===== src/rtl/wakeup_ready_array_if.sv =====
// Wakeup/ready tracker bus bundle.
// Groups flush, allocation, wakeup broadcast and issue handshake signals.
//   slave  : the tracker (consumes requests, drives status/pick outputs)
//   master : the issue-queue control logic driving requests
interface wakeup_ready_array_if #(
  parameter int unsigned TAG_W = 6
);
  logic             flush;
  logic             allocValid;
  logic [TAG_W-1:0] allocSrcATag;
  logic             allocSrcAReady;
  logic [TAG_W-1:0] allocSrcBTag;
  logic             allocSrcBReady;
  logic             allocReady;
  logic [3:0]       allocIdx;
  logic             wakeValid;
  logic [TAG_W-1:0] wakeTag;
  logic             issueGrant;
  logic [3:0]       issueIdx;
  logic [15:0]      readyVec;
  logic [15:0]      validVec;

  modport slave (
    input  flush, allocValid, allocSrcATag, allocSrcAReady, allocSrcBTag, allocSrcBReady,
    input  wakeValid, wakeTag, issueGrant,
    output allocReady, allocIdx, issueIdx, readyVec, validVec
  );

  modport master (
    output flush, allocValid, allocSrcATag, allocSrcAReady, allocSrcBTag, allocSrcBReady,
    output wakeValid, wakeTag, issueGrant,
    input  allocReady, allocIdx, issueIdx, readyVec, validVec
  );
endinterface


===== src/rtl/wakeup_ready_array.sv =====
// 16-entry issue-queue wakeup/ready tracker.
// Each entry holds two source tags and a ready bit per operand. A result-tag broadcast sets
// matching ready bits one cycle later; allocation bypasses a same-cycle broadcast. The
// lowest-index free entry is the allocation target and the lowest-index ready entry is the
// issue pick.
// Ports:
//   clk   : clock, rising edge
//   reset : synchronous active-low reset
//   bus   : slave side of wakeup_ready_array_if (flush/alloc/wake/issue + status outputs)
module wakeup_ready_array #(
  parameter int unsigned ENTRIES = 16,
  parameter int unsigned TAG_W   = 6
) (
  input logic                  clk,
  input logic                  reset,
  wakeup_ready_array_if.slave  bus
);

  localparam int unsigned IdxW = $clog2(ENTRIES);

  logic [ENTRIES-1:0] valid_q, valid_d;
  logic [ENTRIES-1:0] rdy_a_q, rdy_a_d;
  logic [ENTRIES-1:0] rdy_b_q, rdy_b_d;
  logic [ENTRIES-1:0] ready_q, ready_d;
  logic [TAG_W-1:0]   tag_a_q [ENTRIES];
  logic [TAG_W-1:0]   tag_a_d [ENTRIES];
  logic [TAG_W-1:0]   tag_b_q [ENTRIES];
  logic [TAG_W-1:0]   tag_b_d [ENTRIES];

  logic [IdxW-1:0] alloc_idx;
  logic [IdxW-1:0] issue_idx;
  logic            alloc_ready;
  logic            alloc_fire;
  logic            issue_fire;
  logic            bypass_a;
  logic            bypass_b;

  function automatic logic [IdxW-1:0] lowest_set(input logic [ENTRIES-1:0] vec);
    logic [IdxW-1:0] idx;
    idx = '0;
    for (int i = ENTRIES - 1; i >= 0; i--) begin
      if (vec[i]) idx = IdxW'(i);
    end
    return idx;
  endfunction

  // Picks depend only on registered state, so no input reaches an output combinationally.
  always_comb begin
    alloc_ready = ~&valid_q;
    alloc_idx   = lowest_set(~valid_q);
    issue_idx   = lowest_set(ready_q);
    alloc_fire  = bus.allocValid & alloc_ready;
    issue_fire  = bus.issueGrant & (|ready_q);
    bypass_a    = bus.wakeValid & (bus.wakeTag == bus.allocSrcATag);
    bypass_b    = bus.wakeValid & (bus.wakeTag == bus.allocSrcBTag);
  end

  always_comb begin
    valid_d = valid_q;
    rdy_a_d = rdy_a_q;
    rdy_b_d = rdy_b_q;
    tag_a_d = tag_a_q;
    tag_b_d = tag_b_q;
    if (bus.flush) begin
      valid_d = '0;
      rdy_a_d = '0;
      rdy_b_d = '0;
    end else begin
      for (int i = 0; i < ENTRIES; i++) begin
        if (bus.wakeValid && valid_q[i]) begin
          if (tag_a_q[i] == bus.wakeTag) rdy_a_d[i] = 1'b1;
          if (tag_b_q[i] == bus.wakeTag) rdy_b_d[i] = 1'b1;
        end
      end
      // Freeing after the wake loop discards any wakeup of the issued entry.
      if (issue_fire) begin
        valid_d[issue_idx] = 1'b0;
        rdy_a_d[issue_idx] = 1'b0;
        rdy_b_d[issue_idx] = 1'b0;
      end
      // alloc_idx is free in valid_q, so it can never collide with issue_idx.
      if (alloc_fire) begin
        valid_d[alloc_idx] = 1'b1;
        rdy_a_d[alloc_idx] = bus.allocSrcAReady | bypass_a;
        rdy_b_d[alloc_idx] = bus.allocSrcBReady | bypass_b;
        tag_a_d[alloc_idx] = bus.allocSrcATag;
        tag_b_d[alloc_idx] = bus.allocSrcBTag;
      end
    end
    ready_d = valid_d & rdy_a_d & rdy_b_d;
  end

  always_ff @(posedge clk) begin
    if (!reset) begin
      valid_q <= '0;
      rdy_a_q <= '0;
      rdy_b_q <= '0;
      ready_q <= '0;
      for (int i = 0; i < ENTRIES; i++) begin
        tag_a_q[i] <= '0;
        tag_b_q[i] <= '0;
      end
    end else begin
      valid_q <= valid_d;
      rdy_a_q <= rdy_a_d;
      rdy_b_q <= rdy_b_d;
      ready_q <= ready_d;
      for (int i = 0; i < ENTRIES; i++) begin
        tag_a_q[i] <= tag_a_d[i];
        tag_b_q[i] <= tag_b_d[i];
      end
    end
  end

  assign bus.readyVec   = ready_q;
  assign bus.validVec   = valid_q;
  assign bus.allocReady = alloc_ready;
  assign bus.allocIdx   = alloc_idx;
  assign bus.issueIdx   = issue_idx;

endmodule


===== src/flat_wrapper.sv =====
// flat-port wrapper written by rule: the top's interface ports become plain ports
module wakeup_ready_array_flat 
#(
  parameter int unsigned ENTRIES = 16,
  parameter int unsigned TAG_W   = 6
)
  (clk, reset, bus_flush, bus_allocValid, bus_allocSrcATag, bus_allocSrcAReady, bus_allocSrcBTag, bus_allocSrcBReady, bus_wakeValid, bus_wakeTag, bus_issueGrant, bus_allocReady, bus_allocIdx, bus_issueIdx, bus_readyVec, bus_validVec);
  wakeup_ready_array_if #(.TAG_W(TAG_W)) bus_i ();
  input logic clk;
  input logic reset;
  input wire logic [$bits(bus_i.flush)-1:0] bus_flush;
  input wire logic [$bits(bus_i.allocValid)-1:0] bus_allocValid;
  input wire logic [$bits(bus_i.allocSrcATag)-1:0] bus_allocSrcATag;
  input wire logic [$bits(bus_i.allocSrcAReady)-1:0] bus_allocSrcAReady;
  input wire logic [$bits(bus_i.allocSrcBTag)-1:0] bus_allocSrcBTag;
  input wire logic [$bits(bus_i.allocSrcBReady)-1:0] bus_allocSrcBReady;
  input wire logic [$bits(bus_i.wakeValid)-1:0] bus_wakeValid;
  input wire logic [$bits(bus_i.wakeTag)-1:0] bus_wakeTag;
  input wire logic [$bits(bus_i.issueGrant)-1:0] bus_issueGrant;
  output wire logic [$bits(bus_i.allocReady)-1:0] bus_allocReady;
  output wire logic [$bits(bus_i.allocIdx)-1:0] bus_allocIdx;
  output wire logic [$bits(bus_i.issueIdx)-1:0] bus_issueIdx;
  output wire logic [$bits(bus_i.readyVec)-1:0] bus_readyVec;
  output wire logic [$bits(bus_i.validVec)-1:0] bus_validVec;
  assign bus_i.flush = bus_flush;
  assign bus_i.allocValid = bus_allocValid;
  assign bus_i.allocSrcATag = bus_allocSrcATag;
  assign bus_i.allocSrcAReady = bus_allocSrcAReady;
  assign bus_i.allocSrcBTag = bus_allocSrcBTag;
  assign bus_i.allocSrcBReady = bus_allocSrcBReady;
  assign bus_i.wakeValid = bus_wakeValid;
  assign bus_i.wakeTag = bus_wakeTag;
  assign bus_i.issueGrant = bus_issueGrant;
  assign bus_allocReady = bus_i.allocReady;
  assign bus_allocIdx = bus_i.allocIdx;
  assign bus_issueIdx = bus_i.issueIdx;
  assign bus_readyVec = bus_i.readyVec;
  assign bus_validVec = bus_i.validVec;
  wakeup_ready_array #(.ENTRIES(ENTRIES), .TAG_W(TAG_W)) u_core (.clk(clk), .reset(reset), .bus(bus_i));
endmodule

===== config.mk =====
export PLATFORM = sky130hd
export DESIGN_NAME = wakeup_ready_array_flat
export DESIGN_NICKNAME = d
export VERILOG_FILES = /design/src/rtl/wakeup_ready_array_if.sv /design/src/rtl/wakeup_ready_array.sv /design/src/flat_wrapper.sv
export SDC_FILE = /design/constraint.sdc
export NUM_CORES = 1
export LEC_CHECK = 0
export CAP_MARGIN = 40
export CORE_MARGIN = 1.5
export CORE_UTILIZATION = 60
export DETAILED_ROUTE_END_ITERATION = 7
export PLACE_DENSITY_LB_ADDON = 0.05
export SYNTH_ARGS = -nofsm -noshare
export SYNTH_HDL_FRONTEND = slang
export SYNTH_SLANG_ARGS = --single-unit
export TNS_END_PERCENT = 1

===== constraint.sdc =====
create_clock -name clk -period 3.5 [get_ports clk]
set_input_delay 0.875 -clock clk [delete_from_list [all_inputs] [get_ports clk]]
set_output_delay 0.875 -clock clk [all_outputs]
set_load 0.03 [all_outputs]

**Yosys cells after proc, flatten, opt, wreduce, memory -nomap -nowiden**

Index checks and enable logic that the tools add are counted.

- Bits in registers: 256
- Output and inout port bits: 41
- Word-level logic and storage cells: 265

- $lt $le $gt $ge: 6
- Equality and inequality tests: 34
- Mux-type cells: 150
- Bitwise gates (word level): 16
- Reduce and logical (&&, ||, !) cells: 23

Operators by type and width:

| operator | number |
|---|---|
| $eq 6x6->1 | 34 |
| $bwmux 96 | 2 |
| $mux 16 | 12 |
| $mux 4 | 32 |
| $mux 1 | 98 |
| $and 16x16->16 | 5 |
| $bwmux 16 | 2 |
| $not 16->16 | 2 |
| $demux 6 s4 | 1 |
| $logic_and 1x1->1 | 19 |
| $or 16x16->16 | 1 |
| $reduce_and 16->1 | 1 |
| $reduce_or 16->1 | 1 |
| $lt 4x5->1 const B | 2 |
| $demux 1 s4 | 2 |
| $ge 4x1->1 const B | 2 |
| $mux 6 | 1 |
| $ge 5x5->1 const B | 1 |
| $lt 5x1->1 const B | 1 |
| $not 4->5 | 1 |
| $and 1x1->1 | 4 |
| $or 1x1->1 | 2 |
| $reduce_and 2->1 | 1 |
| $logic_not 1->1 | 1 |
| $not 1->1 | 1 |

**Depth between registers and ports, before layout**

- Depth after elaboration: 29
- Depth in mapped cells: 11
- Depth with buffers taken out: 8

**Least setup slack after synthesis**

OpenSTA, ideal clock, no wires.

- Path kind: register -> output
- Start point: reg u_core.valid_q[5] (netlist: u_core.bus.validVec[5])
- End point: out bus_allocIdx[1]
- Arrival time: 1.814 ns
- Required time: 2.625 ns
- Slack: 0.811 ns
- Cell stages (with the launch flop): 5
- Path buffers: 1
- Cells stage by stage: dfxtp_1 buf_2 nand2_1 o31a_2 nor2_1

- Longest elaborated chain between the ends: 7

Ends and longest elaborated chain:

| item | line | RTL |
|---|---|---|
| from (decl) | wakeup_ready_array.sv:21 | `logic [ENTRIES-1:0] valid_q, valid_d;` |
| from (signal assigned) | wakeup_ready_array.sv:104 | `valid_q <= valid_d;` |
| $not 16->16 | wakeup_ready_array.sv:50 | `alloc_idx = lowest_set(~valid_q);` |
| $mux 4 (6 in a row) | wakeup_ready_array.sv:42 | `if (vec[i]) idx = IdxW'(i);` |
| to (decl) | flat_wrapper.sv:21 | `output wire logic [$bits(bus_i.allocIdx)-1:0] bus_allocIdx;` |

No other way between the ends.

**Worst setup path in the final report**

- Start point: reg u_core.ready_q[11] (netlist: u_core.bus.readyVec[11])
- End point: out bus_issueIdx[0]

- Longest elaborated chain between the ends: 12

Ends and longest elaborated chain:

| item | line | RTL |
|---|---|---|
| from (decl) | wakeup_ready_array.sv:24 | `logic [ENTRIES-1:0] ready_q, ready_d;` |
| from (signal assigned) | wakeup_ready_array.sv:107 | `ready_q <= ready_d;` |
| $mux 4 (12 in a row) | wakeup_ready_array.sv:42 |  |
| to (decl) | flat_wrapper.sv:22 | `output wire logic [$bits(bus_i.issueIdx)-1:0] bus_issueIdx;` |

No other way between the ends.

==> flow_metrics.env <==
export IMPL_antennaDiodeCount=0
export IMPL_htree_num_levels=1
export IMPL_ys_seq_area_frac=0.406
export IMPL_gp_congestion=0.986
export IMPL_status="finished, final reports clean"
export IMPL_synth_warnings=0
export IMPL_cts_sinks=256
export IMPL_crit_path_start="u_core.bus.readyVec[11]"
export IMPL_min_period_ps=3410
export IMPL_fp_coreArea_mm2=0.0204
export IMPL_firstDrtPassIters=5
export IMPL_clk_latency_ps=560
export IMPL_n_fill_cell=1641
export IMPL_vias=11136
export IMPL_syn_num_nets=1493
export IMPL_seq_area_mm2=0.00513
export IMPL_die_area_mm2=0.0219
export IMPL_drc_errors=0
export IMPL_rows=52
export IMPL_fin_ws_ps=90.4
export IMPL_nets=1545
export IMPL_clk_pin_slew_ps=60
export IMPL_synth_area_per_cell_um2=8.60
export IMPL_hp_start="u_core.tag_b_q[39]"
export IMPL_synth_edf_count=0
export IMPL_wl_per_cell_um=22.4
export IMPL_rsz0062_at_grt="no"
export IMPL_maxCapViolations=0
export IMPL_area_growth_pct=16.1
export IMPL_overflow=0
export IMPL_numCtsBuffers=28
export IMPL_fmax_ghz=0.293
export IMPL_cts_tree="done"
export IMPL_irDropWorstVdd_mv=0.485
export IMPL_port_buffers=66
export IMPL_critPathCaptureType="primary output"
export IMPL_final_core_util=0.717
export IMPL_whs_path_depth=2
export IMPL_timing_rr_end="u_core.bus.readyVec[15]"
export IMPL_postCtsSetupRepairBufs=0
export IMPL_synth_flop_cell="dfxtp_1"
export IMPL_io_pins=67
export IMPL_critPathKind="reg2out"
export IMPL_r2r_start="u_core.bus.readyVec[0]"
export IMPL_first_global_vias=10471
export IMPL_via_per_inst=6.15
export IMPL_pre_cts_ws_ps=284
export IMPL_synth_area_mm2=0.0126
export IMPL_final_common_cell="dfxtp_1"
export IMPL_relSlewSlack=0.300
export IMPL_startpoint_type="flip-flop"
export IMPL_min_path_type="reg2reg"
export IMPL_async_flop_share=0
export IMPL_layout_drive_gt1_share=0.108
export IMPL_rr_worst_depth=8
export IMPL_p_leak_uw=0.00519
export IMPL_die_w_um=148
export IMPL_finalCritPeriodShare=0.974
export IMPL_required_ps=2620
export IMPL_crit_fanout=7
export IMPL_setup_viol=0
export IMPL_cts_hold_buffers=0
export IMPL_power_uw=6440
export IMPL_grt_max_degree=198
export IMPL_hpwl_um=26500
export IMPL_cpMaxStageDelayCell="dlygate4sd2_1"
export IMPL_die_height_um=148
export IMPL_final_cell_mix="dfxtp_1 (252), nand2_1 (178), nor2_1 (165)"
export IMPL_setup_tns_ps=0
export IMPL_cts_root_buf="clkbuf_16"
export IMPL_cp_arrival_ps=2530
export IMPL_min_to="u_core.tag_b_q[39]"
export IMPL_antenna_found_initial=0
export IMPL_ys_seq_elements=256
export IMPL_slew_violations=0
export IMPL_path_buf_inv=3
export IMPL_synthCells=1467
export IMPL_cts_buffer_depth=3
export IMPL_path_cells="inv_1, a221o_1, and4_1, o22a_1, inv_2, dlygate4sd2_1"
export IMPL_r2r_setup_slack_ps=540
export IMPL_hold_viol_final=0
export IMPL_drt_iter0_markers=1075
export IMPL_grt_usage=0.367
export IMPL_start_util=0.617
export IMPL_multi_input_area_mm2=0.00692
export IMPL_path_delay_family="compound AO/OA/AOI/OAI gates"
export IMPL_clock_skew_ps=23.9
export IMPL_p_per_area_mw_per_mm2=440
export IMPL_detail_route_antenna_nets=0
export IMPL_routed_wl_um=40500
export IMPL_worstMarginPinSlew_ps=1050
export IMPL_grt_pass1_wl_um=61900
export IMPL_netlist_cell_type_count=72
export IMPL_cpPeakStageDelay_ps=430
worst register-to-register path: stages, from the launching register on:
cell and delay [ps]:
dfxtp_1 470, or2_2 220, o22ai_1 110, a21oi_2 380, clkinv_1 370, o211ai_1 350, nand2_1 110, o32ai_1 330
nor3b_1 470
logic make-up after synthesis:
group	count (synthesis)	share of synthesized area
buffers and inverters	133	0.0460
and+or+nand+nor	489	0.178
muxes	114	0.0906
xor gates and xnor gates	204	0.142
AOI/OAI and AO/OA	271	0.138
DFF	256	0.406
sequential cells by signal, indices dropped and copies added, names as in the netlist:
signal	cells
u_core.bus.readyVec	16
u_core.bus.validVec	16
u_core.rdy_a_q	16
u_core.rdy_b_q	16
u_core.tag_a_q	96
u_core.tag_b_q	96
repair_timing:
| action | CTS | global route |
|---|---|---|
| gates cloned | 0 | 0 |
| resized for setup | 8 | 5 |
| pin swaps | 0 | 0 |
| setup endpoints to repair | 6 | 4 |
synthesized netlist by cell type, types with 6 or more instances:
cell	number	area, um2
a21boi_0	7	52.6
a21oi_1	125	626
a31oi_1	7	43.8
a41o_1	10	100
a41oi_1	24	210
and2_1	6	37.5
buf_1	17	63.8
buf_2	25	125
buf_4	9	67.6
clkbuf_1	64	240
dfxtp_1	256	5120
inv_1	12	45.0
mux2i_1	113	1130
nand2_1	178	668
nand2b_1	11	68.8
nand3_1	22	110
nand4_1	11	68.8
nor2_1	166	623
nor3_1	15	75.1
nor4_1	38	238
o21a_1	6	45.0
o21ai_0	54	270
or3_1	6	37.5
xnor2_1	95	832
xor2_1	109	955
through the flow:
| stage | cell area (um2) | std cells | hold WS, ps |
|---|---|---|---|
| floorplan | 12600 | 1467 | 444 |
| global placement | 13700 | 1759 | 450 |
| detailed placement | 13700 | 1759 | 455 |
| CTS | 14600 | 1810 | 464 |
| global route | 14600 | 1810 | 479 |
| finish | 14600 | 1810 | 465 |
power by group:
| part | internal (uW) | switching (uW) | total [uW] |
|---|---|---|---|
| clock | 1810 | 1220 | 3030 |
| sequential | 2920 | 9.03 | 2930 |
| combinational | 149 | 327 | 476 |
how the worst max path moves through the flow:
stage	slack (ps)	to	cells past startpoint
after floorplan	810	bus_allocIdx[1]	4
after global placement	260	u_core.bus.readyVec[15]	8
after detailed placement	280	u_core.bus.readyVec[15]	8
after CTS	50	bus_issueIdx[2]	4
after global routing	10	bus_issueIdx[0]	6
final	90	bus_issueIdx[0]	6
metal layers:
metal | GRT usage | routed length (um) | vias to the layer above
li1 | - | - | 5122
met1 | 0.546 | 18000 | 5393
met2 | 0.557 | 17400 | 533
met3 | 0.0370 | 3620 | 88
met4 | 0.122 | 1370 | 0
met5 | 0 | 0 | -
cell type report:
class | count | share of cell area
multi-input combinational | 1078 | 0.473
sequential | 256 | 0.350
timing repair buffer | 140 | 0.0843
clock buffer | 41 | 0.0573
tap | 270 | 0.0231
clock inverter | 10 | 0.00803
inverter | 15 | 0.00419
Power figures use the tool's default switching activity.
